File: config.mk
export PLATFORM = sky130hd
export DESIGN_NAME = bch63_serial_encoder
export DESIGN_NICKNAME = d
export VERILOG_FILES = /design/src/rtl/bch63_serial_encoder.sv
export SDC_FILE = /design/constraint.sdc
export NUM_CORES = 1
export LEC_CHECK = 0
export CORE_ASPECT_RATIO = 0.6
export CORE_MARGIN = 8
export CORE_UTILIZATION = 54
export CTS_CLUSTER_SIZE = 16
export DETAILED_ROUTE_END_ITERATION = 12
export PLACE_DENSITY = 0.85
export SLEW_MARGIN = 20
export SYNTH_ARGS = -nofsm -noshare
export SYNTH_HDL_FRONTEND = slang
export SYNTH_SLANG_ARGS = --single-unit
File: constraint.sdc
create_clock -name clk -period 5.3 [get_ports clk]
set_input_delay 0.53 -clock clk [delete_from_list [all_inputs] [get_ports clk]]
set_output_delay 0.53 -clock clk [all_outputs]
set_load 0.01 [all_outputs]
File: src/rtl/bch63_serial_encoder.sv
// Serial systematic BCH(63,51,t=2) encoder: passes 51 message bits through, then
// shifts out 12 LFSR parity bits; also assembles the full codeword in parallel.
module bch63_serial_encoder #(
  parameter int unsigned         N     = 63,
  parameter int unsigned         K     = 51,
  parameter logic [N-K-1:0]      GPOLY = 12'h539
) (
  input  logic             clk,
  input  logic             reset,
  input  logic             start,
  input  logic             din,
  output logic             cw_out,
  output logic             cw_valid,
  output logic             busy,
  output logic             done,
  output logic [N-K-1:0]   parity,
  output logic [N-1:0]     codeword
);

  localparam int unsigned PW = N - K;
  localparam int unsigned CW = 6;

  typedef enum logic [1:0] {
    S_IDLE = 2'd0,
    S_MSG  = 2'd1,
    S_PAR  = 2'd2
  } state_e;

  state_e          state_q, state_d;
  logic [CW-1:0]   cnt_q, cnt_d;
  logic [PW-1:0]   r_q, r_d;
  logic [PW-1:0]   parity_q, parity_d;
  logic [N-1:0]    codeword_q, codeword_d;
  logic            cw_out_q, cw_out_d;
  logic            cw_valid_q, cw_valid_d;
  logic            busy_q, busy_d;
  logic            done_q, done_d;
  logic            fb;

  // Next-state, LFSR and output logic; din is only looked at in S_MSG.
  always_comb begin
    state_d    = state_q;
    cnt_d      = cnt_q;
    r_d        = r_q;
    parity_d   = parity_q;
    codeword_d = codeword_q;
    cw_out_d   = 1'b0;
    cw_valid_d = 1'b0;
    done_d     = 1'b0;
    fb         = 1'b0;

    unique case (state_q)
      S_IDLE: begin
        if (start) begin
          state_d    = S_MSG;
          cnt_d      = '0;
          r_d        = '0;
          parity_d   = '0;
          codeword_d = '0;
        end
      end
      S_MSG: begin
        fb         = din ^ r_q[PW-1];
        r_d        = {r_q[PW-2:0], 1'b0} ^ (fb ? GPOLY : PW'(0));
        cw_out_d   = din;
        cw_valid_d = 1'b1;
        codeword_d = {codeword_q[N-2:0], din};
        cnt_d      = cnt_q + CW'(1);
        if (cnt_q == CW'(K - 1)) begin
          state_d  = S_PAR;
          cnt_d    = '0;
          // Remainder is final once the last message bit is folded in.
          parity_d = r_d;
        end
      end
      S_PAR: begin
        r_d        = {r_q[PW-2:0], 1'b0};
        cw_out_d   = r_q[PW-1];
        cw_valid_d = 1'b1;
        codeword_d = {codeword_q[N-2:0], r_q[PW-1]};
        cnt_d      = cnt_q + CW'(1);
        if (cnt_q == CW'(PW - 1)) begin
          state_d = S_IDLE;
          cnt_d   = '0;
          done_d  = 1'b1;
        end
      end
      default: begin
        state_d = S_IDLE;
      end
    endcase

    busy_d = (state_d != S_IDLE);
  end

  // State and output registers, synchronous active-high reset.
  always_ff @(posedge clk) begin
    if (reset) begin
      state_q    <= S_IDLE;
      cnt_q      <= '0;
      r_q        <= '0;
      parity_q   <= '0;
      codeword_q <= '0;
      cw_out_q   <= 1'b0;
      cw_valid_q <= 1'b0;
      busy_q     <= 1'b0;
      done_q     <= 1'b0;
    end else begin
      state_q    <= state_d;
      cnt_q      <= cnt_d;
      r_q        <= r_d;
      parity_q   <= parity_d;
      codeword_q <= codeword_d;
      cw_out_q   <= cw_out_d;
      cw_valid_q <= cw_valid_d;
      busy_q     <= busy_d;
      done_q     <= done_d;
    end
  end

  assign cw_out   = cw_out_q;
  assign cw_valid = cw_valid_q;
  assign busy     = busy_q;
  assign done     = done_q;
  assign parity   = parity_q;
  assign codeword = codeword_q;

endmodule

## Yosys cells after proc, flatten, opt, wreduce, memory -nomap -nowiden

Cells that the tools add are included.

- Multiplexer cells: 18
- Bitwise operators: 3
- Reduce and logical (&&, ||, !) cells: 8
- Equality and inequality tests: 6
- $add $sub $neg: 1

Operators by type and width:

| kind | number |
|---|---|
| $pmux W63 S3 | 1 |
| $mux W63 | 1 |
| $pmux W12 S3 | 1 |
| $mux W12 | 2 |
| $pmux W12 S2 | 1 |
| $mux W6 | 3 |
| $pmux W6 S3 | 1 |
| $xor A12 B11 Y12 | 1 |
| $mux W11 | 1 |
| $add A6 B1 Y6 const B | 1 |
| $eq A6 B4 Y1 const B | 1 |
| $eq A6 B6 Y1 const B | 1 |
| $mux W2 | 3 |
| $pmux W2 S3 | 1 |
| $ne A2 B2 Y1 const B | 2 |
| $reduce_bool A2 Y1 | 2 |
| $reduce_or A2 Y1 | 2 |
| $reduce_and A3 Y1 | 1 |
| $reduce_bool A3 Y1 | 1 |
| $eq A2 B1 Y1 const B | 1 |
| $eq A2 B2 Y1 const B | 1 |
| $logic_not A2 Y1 | 1 |
| $mux W1 | 2 |
| $pmux W1 S2 | 1 |
| 3 further kinds | 3 |

- Word-level logic and storage cells: 45
- Register bits after elaboration: 99
- Output and inout bits: 79
- Input port bits: 4

## Logic depth before layout (Yosys ltp)

- Word-level depth: 5
- Depth in mapped cells: 9
- Depth with buffers taken out: 6

## Worst setup path after synthesis

OpenSTA, ideal clock, no wires.

- Kind: reg2reg
- Start point: register state_q[0]
- End point: register codeword_q[35] (netlist: codeword[35])
- Buffers on the path: 3
- Clock period less this slack: 1,687 ps
- Slack: 3,613 ps
- Arrival time: 1,622 ps
- Library setup time: 65 ps
- Cell stages (with the launch flop): 10
- Required time: 5,235 ps
- Cells stage by stage: dfxtp_1 -> inv_1 -> ha_1 -> nor2b_1 -> buf_2 -> nor3_4 -> buf_4 -> buf_4 -> a22oi_1 -> nor2_1

- Longest elaborated chain between the ends: 3
- Elaborated cells between the ends (all ways): 7
- Those cells by class: eq/ne: 3; mux: 1; reduce/logical: 3

RTL lines:

| what | line | source |
|---|---|---|
| start: declaration | 29 | `state_e state_q, state_d;` |
| start signal: assignment | 109 | `state_q <= state_d;` |
| $eq A2 B2 Y1, or another cell as far along | 52 | `unique case (state_q)` |
| $reduce_bool A3 Y1 (no line) or $ne A2 B2 Y1 (tied branches) | n/a |  |
| $reduce_and A2 Y1 (no line) | n/a |  |
| end signal: assignment | 113 | `codeword_q <= codeword_d;` |
| end: declaration | 33 | `logic [N-1:0] codeword_q, codeword_d;` |

Parallel ways exist; a longest one is shown, timed or not.
A chain may end at the register's enable or synchronous reset.

## Worst setup path in the final report

- Start point: register state_q[1]
- End point: register codeword_q[26] (netlist: codeword[26])

Same word-level chain as after synthesis.

==> results.ini <==
[outcome]
outcome = finished, final reports clean

[final_layout]
antenna_cells = 0
drive_gt1_share_pct = 5.17
layoutNonFillerInstCount = 551
fillers = 526
area_delta_synth_final_pct = 29.4
finalNetCount = 471

[hold_path]
hold_class = reg -> reg

[sta]
timing.final.crit_period_ns = 2.71
setup_viol = 0
setup_ws_ns = 2.59
tightest_slew_ns = 0.867
finalCritPeriodShare_pct = 51.1
finClkSkew_ns = 0.00573
final_max_slew_viol_count = 0
hold_viol = 0
tns_ns = 0
rsz0062_at_grt = false
maxSlewHeadroom_pct = 42.2
holdWs_ns = 0.477
max_freq_ghz = 0.369

[pwr]
power_per_cell_area_nw_per_um2 = 307
p_total_w = 0.00149
vdd_drop_max_v = 0.000190
p_leak_nw = 1.65

[clock_tree]
clk_latency_ns = 0.34
cts_hold_buf = 0
cts-htree-levels = 3
cts.clk_slew.worst_paths_ns = 0.07
ctsResizeCount = 0
cts_sinks = 99
cts_tree = done
cts_setup_buffers = 0
clock-root-buffer = clkbuf_16
cts_made_buffers = 9
cts_buffer_depth = 2

[worst_setup_path]
r2r_cells = 7
cp.arrival_ns = 2.91
critPathMaxFanout = 45
cp.required_ns = 5.50
cp-startpoint = state_q[1]
rrSetupSlack_ns = 2.59
endpoint = codeword[26]
worstSetupEndpointType = flop
start_kind = flop
reg2reg_from = state_q[1]
reg2reg_to = codeword[26]
crit_type = reg -> reg

[placed_design]
routabilityCongestion = 0.824
pre_cts_slack_ns = 2.34
port_buffers = 82
dp_cells = 536
hpwl_um = 6240

[synth]
synth_nets = 407
ys_types = 40
ys_top_cells_by_count = dfxtp_1 (99), nor2_1 (77), a22oi_1 (70), a21oi_1 (19), clkbuf_1 (16)
synth.largest_area_cell = dfxtp_1
synth_area_leaders = dfxtp_1 (53%), a22oi_1 (14%), nor2_1 (7.7%), a21oi_1 (2.5%), ha_1 (2.3%)
syn_inst = 396
synth_warnings = 0
yosysSeqAreaShare_pct = 52.9
synth_edf_count = 0
synth_top_cell_area_share_pct = 52.9
syn_area_um2 = 3750
ys_ff_latch = 99
synthFlopType = dfxtp_1
avgSynthCellArea_um2 = 9.47
synth-async-reset-ratio_pct = 0
yosys.cell_count.top_type = dfxtp_1

[global_routing]
grt-ovfl-total = 0
grt_pass1_wl_um = 15900
antenna_found_initial = 0
grt_pass1_vias = 3091
grt_max_degree = 73
grt_usage_pct = 19.7

[detailed_routing]
vias = 3199
drt_iter0_drc = 352
drt_first_pass_iters = 4
wl_per_cell_um = 17.4
drt-total-wl_um = 9610
ant_nets = 0
via_per_inst = 5.81
drc = 0

[floorplanning]
pin_count = 83
core_area_um2 = 6710
initial_core_util_pct = 55.9
die-area_um2 = 9950
dieHeight_um = 80.6
fp.dieW_um = 124
num_rows = 23

[run]
max_cap_violations = 0

==> where the power goes <==
part           leakage [nW]  total (W)  internal (W)  switching (W)
combinational         0.715  0.0000826     0.0000188      0.0000638
clock                 0.138   0.000661      0.000370       0.000291
sequential            0.798   0.000749      0.000747     0.00000222
==> per-stage QoR <==
stage,area [um^2],utilization (%)
after floorplan,3750,-
after global placement,4550,67.9
after detailed placement,4550,67.9
after CTS,4850,72.4
after global routing,4850,72.4
final,4850,72.4
==> worst min-delay path by stage <==
stage	from	endpoint	slack, ns	depth (start not counted)
after floorplan	cnt_q[0]	cnt_q[0]	0.46	2
after global placement	parity[10]	parity[10]	0.46	2
after detailed placement	parity[10]	parity[10]	0.47	2
after CTS	parity[10]	parity[10]	0.48	2
after global routing	parity[3]	parity[3]	0.49	2
final	parity[10]	parity[10]	0.48	2
==> worst max-delay path: stages, from the launching register on <==
cell      delay (ns)
dfxtp_1         0.43
inv_1           0.09
ha_1            0.24
nand2b_1        0.40
nand2b_2        0.60
buf_4           0.46
a22oi_1         0.27
nor2_1          0.07
==> final cells by class <==
class                   instances  area, um^2  share of cell area, %
well taps                      87         109                   2.24
inverters                       7        26.3                  0.541
flip-flops and latches         99        1980                   40.8
multi-input cells             258        1600                   32.9
clock buffers                   9         225                   4.64
clock inverters                 6        75.1                   1.55
repair buffers                 85         838                   17.3
==> flip-flops by register name, summed over array words and instances (netlist names), 2 cells and up <==
| register | cells |
|---|---|
| state_q | 2 |
| codeword | 63 |
| r_q | 12 |
| cnt_q | 6 |
| parity | 12 |
==> cell families after synthesis <==
| group | after synthesis | share of synthesized area (%) |
|---|---|---|
| compound gates | 119 | 22.2 |
| xor+xnor | 10 | 2.54 |
| fa+ha+maj | 7 | 2.34 |
| buf+inv | 39 | 4.60 |
| flops | 99 | 52.9 |
| mux | 5 | 1.33 |
| simple gates | 117 | 14.1 |
==> routing by layer <==
metal	wire (um)	vias up	track usage [%]	part of all wire [%]
li1	-	1547	-	-
met1	4270	1546	24.4	44
met2	4570	94	32.2	48
met3	679	12	7.00	7.1
met4	85	0	4.66	0.88
met5	0	-	0	0
==> cell usage in the layout (no fill, tap or decap), types with 4 or more instances in the layout <==
cell type,Yosys,final
ha_1,7,7
a21oi_1,19,19
a22oi_1,70,70
o21ai_1,3,4
clkbuf_16,0,9
dfxtp_1,99,99
inv_1,7,7
o21ai_0,12,11
mux2i_1,5,5
nand4_1,12,12
nand2_1,8,8
xnor2_1,8,8
a22o_1,5,5
nor2_1,77,77
nand2b_1,5,4
clkdlybuf4s50_1,0,81
(Power assumes the default switching activity.)
